**src/rtl/btb_update_queue.sv**
```systemverilog
// rtl/btb_update_queue.sv - circular FIFO feeding taken-branch resolutions to the BTB write port,
// with in-place coalescing of same-PC updates and a saturating drop counter.
module btb_update_queue #(
  parameter int DEPTH  = 8,
  parameter int NUM_IN = 2
) (
  input  logic                         clock,
  input  logic                         reset,
  input  logic [NUM_IN-1:0]            in_valid,
  input  logic [NUM_IN-1:0]            in_taken,
  input  logic [NUM_IN*32-1:0]         in_branch_PC,
  input  logic [NUM_IN*32-1:0]         in_target_PC,
  output logic                         resolving_valid,
  output logic [31:0]                  resolving_branch_PC,
  output logic [31:0]                  resolving_target_PC,
  output logic [$clog2(DEPTH+1)-1:0]   occupancy,
  output logic [7:0]                   drop_count
);

  localparam int PW = $clog2(DEPTH);
  localparam int OW = $clog2(DEPTH+1);

  logic [PW-1:0]    head, tail, tail_n;
  logic [DEPTH-1:0] live, live_n;
  logic [31:0]      pc_q  [DEPTH];
  logic [31:0]      tgt_q [DEPTH];
  logic [31:0]      pc_n  [DEPTH];
  logic [31:0]      tgt_n [DEPTH];
  logic             pop;
  logic             hit;
  logic [OW-1:0]    free_n, allocs;
  logic [7:0]       drops;
  logic [8:0]       drop_sum;

  assign resolving_valid     = (occupancy != '0);
  assign resolving_branch_PC = resolving_valid ? pc_q[head]  : 32'd0;
  assign resolving_target_PC = resolving_valid ? tgt_q[head] : 32'd0;

  // The popped head is retired before the search so it can never absorb a coalesce;
  // entries allocated earlier in the same cycle are searchable, which merges same-PC inputs.
  always_comb begin
    pop    = (occupancy != '0);
    live_n = live;
    pc_n   = pc_q;
    tgt_n  = tgt_q;
    tail_n = tail;
    free_n = OW'(DEPTH) - occupancy + OW'(pop);
    allocs = '0;
    drops  = '0;
    hit    = 1'b0;
    if (pop) live_n[head] = 1'b0;
    for (int i = 0; i < NUM_IN; i++) begin
      if (in_valid[i] && in_taken[i]) begin
        hit = 1'b0;
        for (int k = 0; k < DEPTH; k++) begin
          if (!hit && live_n[k] && (pc_n[k] == in_branch_PC[i*32 +: 32])) begin
            tgt_n[k] = in_target_PC[i*32 +: 32];
            hit      = 1'b1;
          end
        end
        if (!hit) begin
          if (free_n != '0) begin
            live_n[tail_n] = 1'b1;
            pc_n[tail_n]   = in_branch_PC[i*32 +: 32];
            tgt_n[tail_n]  = in_target_PC[i*32 +: 32];
            tail_n         = tail_n + PW'(1);
            free_n         = free_n - OW'(1);
            allocs         = allocs + OW'(1);
          end else begin
            drops = drops + 8'd1;
          end
        end
      end
    end
  end

  assign drop_sum = {1'b0, drop_count} + {1'b0, drops};

  always_ff @(posedge clock) begin
    if (reset) begin
      head       <= '0;
      tail       <= '0;
      occupancy  <= '0;
      drop_count <= '0;
      live       <= '0;
    end else begin
      head       <= head + PW'(pop);
      tail       <= tail_n;
      occupancy  <= occupancy + allocs - OW'(pop);
      drop_count <= drop_sum[8] ? 8'hFF : drop_sum[7:0];
      live       <= live_n;
    end
  end

  always_ff @(posedge clock) begin
    pc_q  <= pc_n;
    tgt_q <= tgt_n;
  end

endmodule

```
**config.mk**
```make
export PLATFORM = sky130hd
export DESIGN_NAME = btb_update_queue
export DESIGN_NICKNAME = d
export VERILOG_FILES = /design/src/rtl/btb_update_queue.sv
export SDC_FILE = /design/constraint.sdc
export NUM_CORES = 2
export LEC_CHECK = 0
export BUFFER_PORTS_ARGS = -buffer_cell sky130_fd_sc_hd__buf_2
export CORE_MARGIN = 5
export CORE_UTILIZATION = 40
export CTS_CLUSTER_DIAMETER = 60
export DETAILED_ROUTE_END_ITERATION = 10
export PLACE_DENSITY = 0.56
export RECOVER_POWER = 25
export SYNTH_ARGS = -nofsm -noshare
export SYNTH_HDL_FRONTEND = slang
export SYNTH_SLANG_ARGS = --single-unit
export TNS_END_PERCENT = 100
```
**constraint.sdc**
```tcl
create_clock -name clock -period 11.8 [get_ports clock]
set_input_delay 1.18 -clock clock [delete_from_list [all_inputs] [get_ports clock]]
set_output_delay 1.18 -clock clock [all_outputs]
set_load 0.005 [all_outputs]
```
-- Word-level counts from Yosys, hierarchy flattened
Index checks and enable logic that the tools add are counted.
- word-level logic and storage cells: 247
- register bits: 538
- input bits: 134
- reductions and logical operators: 54
- bitwise operators: 7
- equality and inequality tests: 16
- add/sub/neg operators: 11
- order comparisons: 11
- muxes and demuxes: 127
- operator list (operator ; number):
    $mux 256 ; 12
    $mux 32 ; 40
    $bwmux 256 ; 4
    $eq 32x32->1 ; 16
    $bmux 32 s3 ; 2
    $demux 32 s3 ; 2
    $mux 8 ; 11
    $mux 1 ; 41
    $logic_and 1x1->1 ; 37
    $mux 4 ; 6
    $mux 3 ; 6
    $or 8x8->8 ; 2
    $logic_not 1->1 ; 14
    $ge 4x4->1 const B ; 3
    $lt 3x4->1 const B ; 3
    $not 3->4 ; 3
    $reduce_bool 4->1 ; 3
    $add 8x8->9 ; 1
    $demux 1 s3 ; 3
    $ge 3x1->1 const B ; 3
    $add 8x1->8 const B ; 1
    $and 8x8->8 ; 1
    $lt 4x1->1 const B ; 2
    $not 8->8 ; 1
    other kinds (8) ; 9

-- Depth between registers and ports, before layout
- depth in word-level cells: 90
- mapped depth: 31

-- Worst setup path before layout
Ideal clock, no wire load.
- path type: in2reg
- start: input port in_branch_PC[17]
- end: register drop_count[0]
- stages on the path: 23
- slack: 5.777 ns
- library setup time: 0.071 ns
- data arrival time: 5.952 ns
- buffers on the path: 4
- path through: buf_2 > xor2_1 > nor4_1 > nand4_1 > nor4_1 > or4_1 > buf_4 > nor4_1 > buf_2 > mux2i_1 > a22o_1 > or4_1 > o31ai_1 > nand4bb_1 > nor4_1 > clkbuf_1 > mux2_2 > ha_1 > inv_1 > fa_1 > nor2_1 > nand4_1 > a21oi_1
- cells in the longest elaborated chain, start to end: 84
- ends and longest elaborated chain (what ; line ; source):
    from (decl) ; 11 ; input logic [NUM_IN*32-1:0] in_branch_PC,
    $eq 32x32->1 ; 56 ; if (!hit && live_n[k] && (pc_n[k] == in_branch_PC[i*32 +: 32])) begin
    $logic_and 1x1->1 ; 56 ;
    $mux 1 ; 56 ;
    $mux 1 ; 53 ; if (in_valid[i] && in_taken[i]) begin
    $logic_not 1->1 ; 56 ;
    $logic_and 1x1->1 (2 in a row) ; 56 ;
    $mux 1 ; 56 ;
    $mux 1 ; 53 ;
    [66 not listed] ; n/a ;
    $logic_not 1->1 ; 56 ;
    $logic_and 1x1->1 (2 in a row) ; 56 ;
    $mux 1 ; 56 ;
    $mux 1 ; 53 ;
    $mux 8 ; 61 ; if (!hit) begin
    $mux 8 (*) ; 53 ;
    $add 8x8->9 (*) ; 77 ; assign drop_sum = {1'b0, drop_count} + {1'b0, drops};
    $mux 8 (*) ; 90 ; drop_count <= drop_sum[8] ? 8'hFF : drop_sum[7:0];
    to (signal assigned) ; 90 ;
    to (decl) ; 17 ; output logic [7:0] drop_count
Mark *: on every way between the ends. The rest lies on a longest branch, timed or not. The select of a mux whose other input is x is not followed.
A chain may end at the register's enable or synchronous reset.

==> flow_summary.toml <==
[layout]
final_util = 0.4557
post_route_cells_drive_above_1_share = 0.2440
areaGrowthSynthToFinish_pct = 12.97
fill_cells = 8731
final_nets = 3983
stdcell_area_sq_mm = 0.04027

[clock_tree]
cts_num_sinks = 538
cts_buffers = 74
clock_latency_ns = 0.66
path_clk_slew_ns = 0.06
ctsResizeCount = 0
cts.path.max_buffers = 3
cts_setup_buffers = 0
cts_tree = "done"
hold_buffers = 0
cts_htree_levels = 3
cts_root_buffer = "clkbuf_16"

[place]
dp_slack_ns = 2.549
routabilityCongestion = 1.113
port_buffers = 210
dpl.hpwl_microns = 151500
place_area_sq_mm = 0.03781

[critical_path]
path_class = "register to register"
worstPathArrival_ns = 11.12
crit_required_ns = 12.30
critPathLaunchType = "register"
reg2reg_slack_ns = 1.19
worstPathMaxFanout = 34
worstSetupEndpointType = "register"
timing.rr.start = "head[1]"
r2r_cells = 16
rr_endpoint = "pc_q[144]"

[pwr]
power_per_cell_area_mw_per_mm2 = 272.2
leakage_nw = 16.87
peakVddDrop_mv = 0.1617

[route]
post_drt_wl_per_cell_microns = 42.48
antenna_left = 0
drtIter0Drc = 4473
routed_wl_microns = 215800
dr.pass1.iters = 5
route.detailed.drc = 0
route.vias.total = 34420
viasPerCell = 6.777

[synthesis]
seq_area_frac_synth = 0.3021
async_flop_share = 0
synth_edf_count = 0
syn_inst = 3746
yosys_register_bits = 538
synth_warnings = 0
netlist.area_leader.share = 0.3021
synthFlopType = "dfxtp_1"
synth_nets = 3899
ys_types = 90
synth.avg_cell_area_sq_um = 9.517
synth.area.top_cells = "dfxtp_1 30%, mux2_2 15%, mux2i_1 12%"
yosys.area.top_type = "dfxtp_1"
syn-cell-area_sq_mm = 0.03565

[min_path]
min_path_type = "register to register"
worstHoldStart = "live[2]"
min_to = "live[2]"
hold_depth = 2

[floorplan]
core_sq_mm = 0.08837
dieArea_sq_mm = 0.09520
ios = 211
die_h_microns = 308.5
start_util = 0.4034
dieWidth_microns = 308.5
rows = 109

[run_status]
outcome = "finished, violations left"
violations = "capacitance limit, slew limit"

[global_routing]
grt_max_degree = 52
antenna_found_initial = 27
grt_pass1_vias = 33056
grt_overflow_total = 0
track_usage = 0.4386
grt_pass1_wl_microns = 290400

[timing]
tns_ns = 0
worst_slack_ns = 1.187
clock_skew_ns = 0.04685
setup-violations-final = 0
maxSlewHeadroom = -1.531
hold-worst-slack_ns = 0.5535
worstMarginPinSlew_ns = 3.797
slew_violations = 226
rsz0062_at_grt = "false"
fmax_ghz = 0.09422
hold_viol = 0
post-route-period-util = 0.8994
min_period_ns = 10.61

[flow_run]
maxCapViolCount = 7
-- sequential cells by signal, indices dropped and copies added (netlist names) --
signal	flops
tail	3
live	8
pc_q	256
occupancy	4
tgt_q	256
drop_count	8
head	3
-- synthesized netlist by cell type, types with 13 or more instances --
master / instances
dfxtp_1: 538
mux2_2: 472
mux2i_1: 440
xor2_1: 304
clkbuf_1: 193
nor2_1: 143
nor4_1: 137
a22oi_1: 130
nand2_1: 127
inv_1: 96
xnor2_1: 91
a21oi_1: 85
a221oi_1: 80
a31oi_1: 72
a22o_1: 66
nand4_1: 66
nor2b_1: 60
buf_2: 55
o22ai_1: 54
nand3_1: 51
o21ai_0: 49
buf_4: 47
nor3_1: 43
mux2_4: 37
mux2_1: 34
nand2b_1: 29
buf_1: 22
ha_1: 17
or3_1: 14
a2111oi_0: 13
or4_1: 13
-- metal layers --
metal / GRT usage / share of wire / up-vias / wire length [microns]
met2: 0.6451 / 0.42 / 2394 / 90740
met5: 0.003958 / 0.00040 / - / 86
met1: 0.5182 / 0.37 / 17068 / 80840
met3: 0.1582 / 0.11 / 856 / 22860
li1: - / - / 14088 / -
met4: 0.3434 / 0.098 / 14 / 21230
-- worst max-delay path, stage by stage, from the launching register on --
cell       delay, ns
dfxtp_1         0.69
and3b_1         1.80
nand2_1         0.13
nand2_1         0.29
nor4_1          0.12
clkbuf_1        0.21
or4_1           0.67
nor4_4          0.58
nand2_1         1.33
mux2_1          0.69
a2111oi_0       0.25
buf_4           0.22
a22oi_2         0.36
nand4bb_1       0.33
nor3_1          0.46
clkbuf_1        1.80
mux2_2          0.52
-- where the power goes --
part / leakage [nW] / internal, mW / total (mW) / switching (mW)
logic: 11.2 / 1.95 / 4.78 / 2.83
registers: 4.45 / 2.61 / 3.86 / 1.25
clock network: 1.21 / 1.38 / 2.32 / 0.946
-- metrics by stage --
step           power, mW  cells
6_report           10.96   5079
5_1_grt            11.26   5051
4_1_cts            10.70   5050
3_5_place_dp       8.377   4919
3_3_place_gp       8.343   4919
2_1_floorplan      6.068   3746
-- cell usage in the layout, fill, tap and decap left out, types with 72 or more instances in the layout --
master / synthesis / layout
dfxtp_1: 538 / 538
mux2_2: 472 / 471
mux2i_1: 440 / 440
xor2_1: 304 / 303
buf_2: 55 / 143
nor2_1: 143 / 139
nor4_1: 137 / 131
a22oi_1: 130 / 129
nand2_1: 127 / 125
buf_4: 47 / 111
inv_1: 96 / 96
xnor2_1: 91 / 90
clkbuf_1: 193 / 88
a21oi_1: 85 / 82
a221oi_1: 80 / 80
clkbuf_16: 0 / 75
a31oi_1: 72 / 72
-- worst max-delay path by stage --
stage / start / endpoint / slack [ns] / cells after the start
2_1_floorplan: in_branch_PC[17] / drop_count[0] / 5.78 / 23
3_3_place_gp: in_branch_PC[27] / drop_count[1] / 2.66 / 23
3_5_place_dp: occupancy[2] / drop_count[1] / 2.55 / 26
4_1_cts: occupancy[2] / drop_count[1] / 2.55 / 26
5_1_grt: head[1] / drop_count[4] / 1.09 / 22
6_report: head[1] / pc_q[144] / 1.19 / 16
-- area by class of cell --
type / count / area [sq um] / share of cell area
multi-input combinational: 2782 / 23240 / 0.5771
inverter: 104 / 391.6 / 0.009724
clock buffer: 105 / 2130 / 0.05288
antenna: 29 / 72.57 / 0.001802
timing repair buffer: 330 / 1839 / 0.04567
clock inverter: 26 / 371.6 / 0.009227
tap: 1165 / 1458 / 0.03619
sequential: 538 / 10770 / 0.2674
-- cell families (layout without fill, tap and decap cells) --
logic type | count (synthesis) | count (layout) | share of synthesized area
muxes | 983 | 983 | 0.2990
and+or+nand+nor | 752 | 752 | 0.1146
AOI/OAI and AO/OA | 633 | 633 | 0.1274
DFF | 538 | 538 | 0.3021
buffers and inverters | 426 | 565 | 0.05278
xor gates and xnor gates | 395 | 395 | 0.09704
adders and majority gates | 19 | 19 | 0.007089
other | 0 | 29 | 0
Note: power is estimated with default switching activity, not from simulation.
